<file path="config.mk">
export PLATFORM = sky130hd
export DESIGN_NAME = fifo_rd_ctrl
export DESIGN_NICKNAME = d
export VERILOG_FILES = /design/src/rtl/fifo_rd_ctrl.sv
export SDC_FILE = /design/constraint.sdc
export NUM_CORES = 1
export LEC_CHECK = 0
export BUFFER_PORTS_ARGS = -buffer_cell sky130_fd_sc_hd__buf_2
export CAP_MARGIN = 25
export CORE_ASPECT_RATIO = 1.5
export CORE_UTILIZATION = 51
export CTS_CLUSTER_SIZE = 20
export DETAILED_ROUTE_END_ITERATION = 12
export PLACE_DENSITY = 0.79
export SLEW_MARGIN = 20
export SYNTH_ARGS = -nofsm -noshare
export SYNTH_HDL_FRONTEND = slang
export SYNTH_SLANG_ARGS = --single-unit
</file>
<file path="constraint.sdc">
create_clock -name sys_clk -period 2.1 [get_ports sys_clk]
set_input_delay 0.63 -clock sys_clk [delete_from_list [all_inputs] [get_ports sys_clk]]
set_output_delay 0.63 -clock sys_clk [all_outputs]
set_load 0.02 [all_outputs]
</file>
<file path="src/rtl/fifo_rd_ctrl.sv">
// Read-side sequencer for the UART FIFO: decides when to drain (threshold, idle
// timeout or flush), pops one byte at a time and hands it to the UART transmitter.
module fifo_rd_ctrl #(
  parameter int unsigned BURST_TH = 16,
  parameter int unsigned TIMEOUT  = 1000,
  parameter int unsigned CNT_W    = 16
) (
  input  logic             sys_clk,
  input  logic             sys_rst,
  input  logic             enable,
  input  logic             flush,
  input  logic             fifo_empty,
  input  logic [8:0]       fifo_cnt,
  input  logic [7:0]       fifo_dout,
  output logic             fifo_rd_en,
  input  logic             tx_busy,
  output logic             tx_en,
  output logic [7:0]       tx_data,
  output logic             drain_active,
  output logic [CNT_W-1:0] byte_cnt
);

  localparam int unsigned TMR_W = (TIMEOUT > 0) ? $clog2(TIMEOUT + 1) : 1;
  localparam logic [TMR_W-1:0] TMR_MAX = TMR_W'(TIMEOUT);
  // 32-bit compare so a threshold above 256 can never be reached
  localparam logic [31:0] TH = 32'(BURST_TH);

  typedef enum logic [2:0] {
    IDLE,
    READ,
    WAIT,
    SEND,
    ACK,
    BUSY
  } state_e;

  state_e           state_q, state_d;
  logic [TMR_W-1:0] idle_tmr_q, idle_tmr_d;
  logic [7:0]       tx_data_q, tx_data_d;
  logic [CNT_W-1:0] byte_cnt_q, byte_cnt_d;
  logic             drain_q;

  logic at_th;
  logic start_drain;

  assign at_th       = ({23'd0, fifo_cnt} >= TH);
  assign start_drain = enable && !fifo_empty &&
                       (at_th || (idle_tmr_q == TMR_MAX) || flush);

  always_comb begin
    state_d    = state_q;
    idle_tmr_d = idle_tmr_q;
    tx_data_d  = tx_data_q;
    byte_cnt_d = byte_cnt_q;
    fifo_rd_en = 1'b0;
    tx_en      = 1'b0;
    case (state_q)
      IDLE: begin
        if (start_drain) begin
          state_d    = READ;
          idle_tmr_d = '0;
        end else if (fifo_empty) begin
          idle_tmr_d = '0;
        end else if (idle_tmr_q != TMR_MAX) begin
          idle_tmr_d = idle_tmr_q + TMR_W'(1);
        end
      end
      READ: begin
        fifo_rd_en = 1'b1;
        state_d    = WAIT;
      end
      // FIFO read data is valid here, one cycle after the pop
      WAIT: begin
        tx_data_d = fifo_dout;
        state_d   = SEND;
      end
      SEND: begin
        if (!tx_busy) begin
          tx_en      = 1'b1;
          byte_cnt_d = byte_cnt_q + CNT_W'(1);
          state_d    = ACK;
        end
      end
      ACK: begin
        if (tx_busy) begin
          state_d = BUSY;
        end
      end
      // Drain continues until empty; only enable can cut it short
      BUSY: begin
        if (!tx_busy) begin
          state_d = (enable && !fifo_empty) ? READ : IDLE;
        end
      end
      default: state_d = IDLE;
    endcase
  end

  always_ff @(posedge sys_clk) begin
    if (sys_rst) begin
      state_q    <= IDLE;
      idle_tmr_q <= '0;
      tx_data_q  <= '0;
      byte_cnt_q <= '0;
      drain_q    <= 1'b0;
    end else begin
      state_q    <= state_d;
      idle_tmr_q <= idle_tmr_d;
      tx_data_q  <= tx_data_d;
      byte_cnt_q <= byte_cnt_d;
      drain_q    <= (state_d != IDLE);
    end
  end

  assign tx_data      = tx_data_q;
  assign byte_cnt     = byte_cnt_q;
  assign drain_active = drain_q;

endmodule

</file>
=== Word level (Yosys, flattened, before mapping) ===
Index checks and enable logic that the tools add are counted.

* Memories: 0
* Register bits after elaboration: 38
* Memory bits (writable): 0
* Logic and storage cells: 38
* Latch bits: 0
* Bits in read-only memories: 0

* Add/sub/neg operators: 2
* Shift operators: 0
* Divide/modulo/power cells: 0
* Muxes and demuxes: 12
* Order comparisons: 1
* Bitwise operators: 1
* Equality and inequality tests: 7
* $mul: 0
* Reduce and logical (&&, ||, !) cells: 10

{| class="wikitable"
|+ Operators with widths
! kind !! count
|-
| 10-bit two-way mux || 3
|-
| 3-bit one-hot mux with 6 select lines || 1
|-
| 16-bit by 1-bit adder with 16-bit output (second input constant) || 1
|-
| 3-bit two-way mux || 4
|-
| 10-bit by 1-bit adder with 10-bit output (second input constant) || 1
|-
| 10-bit equality test (second input constant) || 1
|-
| 10-bit inequality test (second input constant) || 1
|-
| 9-bit by 5-bit greater-or-equal comparator with 1-bit output (second input constant) || 1
|-
| 3-bit by 2-bit equality test with 1-bit output (second input constant) || 2
|-
| 3-bit equality test (second input constant) || 2
|-
| 3-bit nonzero test || 2
|-
| 1-bit two-way mux || 4
|-
| 2-bit AND reduction || 2
|-
| 3-bit by 1-bit equality test with 1-bit output (second input constant) || 1
|-
| 3-bit zero test || 1
|-
| 1-bit logical AND || 2
|-
| 1-bit logical OR || 2
|-
| 1-bit zero test || 1
|-
| 1-bit NOT || 1
|}

=== Longest topological paths before layout ===
* Depth in word-level cells: 7
* Depth in mapped cells: 7
* Depth with buffers taken out: 6

=== Worst setup path after synthesis ===
Ideal clock, no wire load.

* Kind: input to register
* From: input port fifo_cnt[5]
* To: register idle_tmr_q[1]
* Library setup time: 0.095 ns
* Data required time: 2.005 ns
* Arrival: 1.762 ns
* Path slack: 0.242 ns
* Buffers on the path: 1
* Stages on the path: 5
* Path through: nor4_1 -> a211oi_1 -> a2111o_1 -> buf_2 -> a221oi_1

* Cells in the longest elaborated chain, start to end: 6

{| class="wikitable"
|+ Ends and longest elaborated chain
! what !! line !! RTL
|-
| from (decl) || 13 || <nowiki>input logic [8:0] fifo_cnt,</nowiki>
|-
| 9-bit by 5-bit greater-or-equal comparator with 1-bit output (*) || 46 || <nowiki>assign at_th = ({23'd0, fifo_cnt} >= TH);</nowiki>
|-
| 1-bit logical OR (*) (2 in a row) || 48 || <nowiki>(at_th || (idle_tmr_q == TMR_MAX) || flush);</nowiki>
|-
| 1-bit logical AND (*) || 47 || <nowiki>assign start_drain = enable && !fifo_empty &&</nowiki>
|-
| 3-bit nonzero test (no source line) || - ||
|-
| 2-bit AND reduction (no source line) || - ||
|-
| to (signal assigned) || 108 || <nowiki>idle_tmr_q <= idle_tmr_d;</nowiki>
|-
| to (decl) || 38 || <nowiki>logic [TMR_W-1:0] idle_tmr_q, idle_tmr_d;</nowiki>
|}

Every way passes the cells marked *; elsewhere a longest branch is shown, timed or not.
A chain may end at the register's enable or synchronous reset.

=== Worst setup path in the final report ===
* From: register state_q[1]
* To: output port tx_en

* Cells in the longest elaborated chain, start to end: 2

{| class="wikitable"
|+ Ends and longest elaborated chain
! what !! line !! RTL
|-
| from (decl) || 37 || <nowiki>state_e state_q, state_d;</nowiki>
|-
| from (signal assigned) || 107 || <nowiki>state_q <= state_d;</nowiki>
|-
| 3-bit by 2-bit equality test with 1-bit output || 57 || <nowiki>case (state_q)</nowiki>
|-
| 1-bit two-way mux || 57 ||
|-
| to (decl) || 17 || <nowiki>output logic tx_en,</nowiki>
|}

Every way passes these cells.

==> summary.md <==
| Metric | Value |
|---|---|
| R2R Setup Slk | around 0.27 ns |
| GPL Wtd Cong | 0.857 |
| Vias in the first global route | 1580 |
| Yosys top cell area share | 43.8% |
| Leakage | a little under 0.9 nW |
| Worst path max stage delay | 0.53 ns |
| # H-tree levels | 2 |
| Synth Area in Simple Gates | between 30 and 40% |
| Fin crit share | 96.0% |
| RSZ-0062 raised after global routing | false |
| Avg WL per Cell | 12.8 um |
| CP endpoint kind | primary output |
| Worst Skew | ~0.0037 ns |
| Outcome | finished, final reports clean |
| Total gr overflow | 0 |
| Comb pwr share | 10.6% |
| Fin nets | around 280 |
| Worst skew pair latency | 0.29 ns |
| Mean Syn Cell Area | 8.39 sq um |
| ANT cells | 0 |
| # resized after CTS | 0 |
| PD cells | about 710 mW/mm^2 |
| Yosys reg bits | 38 |
| Worst-path maximum fanout | 14 |
| Ys async rst share | 0% |
| Mapped Nets | about 230 |
| DRC | 0 |
| Layout fillers | approximately 300 |
| EDFF count, synth | 0 |
| Die height | approximately 73 um |
| Slew Limit Fails | 0 |
| Final number of hold-violating endpoints | 0 |
| First-pass GRT wire length | between 6000 and 7000 um |
| Critical setup path kind | reg -> out |
| Startpoint types | register |
| Core Region | 0.00319 sq mm |
| Num rows | 25 |
| DR pass1 iterations | 4 |
| CTS sink count | 38 |
| Clk buf depth | 2 |
| Die footprint | 0.00365 sq mm |
| Sequential share of the synthesized area | 43.8% |
| Post-Synth Adder-Cell Area | approximately 2.2% |
| Initial antenna violation count | 0 |
| Flop pwr share | 50.5% |
| Main synth FF type | dfxtp_1 |
| GRT Total Usage | 23.1% |
| CTS root buffer | clkbuf_8 |
| CP max-delay cell | dfxtp_1 |
| Layout cell share with drive strength beyond 1 | ~24% |
| I/O Pins | 50 |
| CP cell instances | and4bb_2 > buf_2 |
| Most numerous cell in the Yosys netlist | dfxtp_1 |
| IO buf count | 45 |
| Design Power | 1.51 mW |
| Buffer count from post-CTS setup fixing | 0 |
| Largest family of logic cells by synthesized area | simple AND/OR/NAND/NOR gates |
| WP data required | 1.47 ns |
| Largest net degree at the start of global routing | 24 |
| Avg Vias per Cell | 5.43 |
| Ys Warns | 0 |
| Post-Synth XOR/XNOR Area | about 7.6% |
| Crit path time final | slightly above 2 ns |
| Worst-margin pin slew | a little under 0.6 ns |
| Clock-pin slew on the worst setup and hold paths | around 0.07 ns |
| Arr. time, crit path | 1.39 ns |
| Dpl hpwl | between 2000 and 3000 um |
| Die Wd | 49.6 um |
| Starting Density | 54.4% |
| Post-Syn Area | 0.00174 sq mm |
| Routed Antenna Nets | 0 |
| Num CTS Buffers | 5 |
| FMAX | 0.496 GHz |
| Max VDD drop | 0.000535 V |
| Multi-input logic area | 920 sq um |
| Worst setup endpoint | tx_en |
| Max-slew headroom | between 60% and 70% |
| Post-synthesis mux area share | less than 1% |
| Reg-to-Reg End | idle_tmr_q[6] |
| DRT Wirelength | 3820 um |
| Most area-consuming cells after synthesis | dfxtp_1 (44%), nand2_1 (6.1%), nor2_1 (5.4%), a21oi_1 (5.2%), xor2_1 (4.5%) |
| Internal | 1.14 mW |
| Clock network power share | 38.8% |
| Syn Inst Count | 207 |
| Sw Share | 24.5% |
| Reg2reg path depth | 5 |
| Yosys top cell by area | dfxtp_1 |
| Area Overhead vs Synth | 22.2% |
| Hold slack | 0.453 ns |
| Final setup viols | 0 |
| Hold_buf cts | 0 |
| Max cap viols | 0 |
| Worst r2r src | state_q[1] |
| CP delay by family, top | flip-flops |
| Worst Setup SP | state_q[1] |
| HP Class | reg -> reg |
| Bufs and invs on worst path | 1 |
| CTS tree | yes |
| P_sw | roughly 0.37 mW |
| Sequential cell area | approximately 760 sq um |
| Synth cell types | 40 |
| Most frequent cells after synthesis | dfxtp_1 (38), nand2_1 (28), nor2_1 (25), a21oi_1 (18) |
| Final setup TNS | 0 ns |
| Synth Area in Compound Gates | between 10% and 20% |
| Vias after detailed routing | around 1600 |
| Number of DRC markers in iteration 0 | 17 |
| Crit. path cell count | 2 |
==> metal layers <==
| metal | vias to the layer above | global-route usage [%] | wire [um] |
|---|---|---|---|
| li1 | 830 | - | - |
| met5 | - | 0 | 0 |
| met3 | 7 | 4.76 | 114 |
| met4 | 0 | 14.9 | 96 |
| met1 | 751 | 24.0 | 1610 |
| met2 | 26 | 41.4 | 1990 |
==> sequential cells by signal, indices dropped and copies added, names as in the netlist <==
name	flops
tx_data	8
state_q	3
idle_tmr_q	10
drain_active	1
byte_cnt	16
==> per-stage QoR <==
| step | setup slack, ns | utilization (%) | instance area, sq um | std cells |
|---|---|---|---|---|
| final | 0.0846 | 66.5 | 2120 | 297 |
| after global routing | 0.00665 | 66.5 | 2120 | 297 |
| after CTS | 0.0845 | 66.5 | 2120 | 297 |
| after detailed placement | 0.0273 | 63.1 | 2010 | 289 |
| after global placement | 0.0414 | 63.1 | 2010 | 289 |
| after floorplan | 0.242 | - | 1740 | 207 |
==> worst min-delay path by stage <==
stage | startpoint | end | slack (ns) | cells past startpoint
2_1_floorplan | idle_tmr_q[4] | idle_tmr_q[4] | 0.48 | 2
3_3_place_gp | tx_data[2] | tx_data[2] | 0.44 | 2
3_5_place_dp | tx_data[2] | tx_data[2] | 0.45 | 2
4_1_cts | tx_data[3] | tx_data[3] | 0.46 | 2
5_1_grt | tx_data[3] | tx_data[3] | 0.48 | 2
6_report | tx_data[3] | tx_data[3] | 0.45 | 2
==> power groups by stage <==
| stage | sequential, mW | clock, mW | combinational (mW) |
|---|---|---|---|
| final | 0.762 | 0.586 | 0.160 |
| after global routing | 0.766 | 0.625 | 0.177 |
| after CTS | 0.762 | 0.596 | 0.162 |
| after detailed placement | 0.779 | 0 | 0.159 |
| after global placement | 0.778 | 0 | 0.156 |
| after floorplan | 0.785 | 0 | 0.0930 |
==> cell usage in the layout, fill, tap and decap left out, types with 2 or more instances in the layout <==
master / n
and4_1: 2
xnor2_1: 6
nor3_1: 4
or3_1: 7
nand4b_1: 2
xor2_1: 9
nand4_1: 9
buf_4: 6
dfxtp_1: 38
nand2_1: 28
a21oi_1: 18
nor4_1: 3
a221oi_1: 2
o21ai_0: 7
and3_1: 4
nand3_1: 5
nor2_1: 25
ha_1: 3
and2_1: 2
inv_1: 3
buf_2: 45
clkbuf_8: 8
nor2b_1: 4
==> worst min-delay path, stage by stage, from the launching register on <==
cell and delay, ns:
dfxtp_1 0.31, nand2_1 0.05, a21oi_1 0.05
==> cell families (layout without fill, tap and decap cells) <==
| kind of cell | after synthesis | count (layout) |
|---|---|---|
| fa+ha+maj | 3 | 3 |
| buf+inv | 12 | 62 |
| simple gates | 102 | 102 |
| flops | 38 | 38 |
| compound gates | 36 | 36 |
| mux | 1 | 1 |
| xor+xnor | 15 | 15 |
==> cell type report <==
class                      count  area share [%]
multi-input combinational    157            43.3
timing repair buffer          51            12.7
tap                           40            2.36
inverter                       3           0.531
sequential                    38            35.8
clock buffer                   8            5.19
Note: power is estimated with default switching activity, not from simulation.
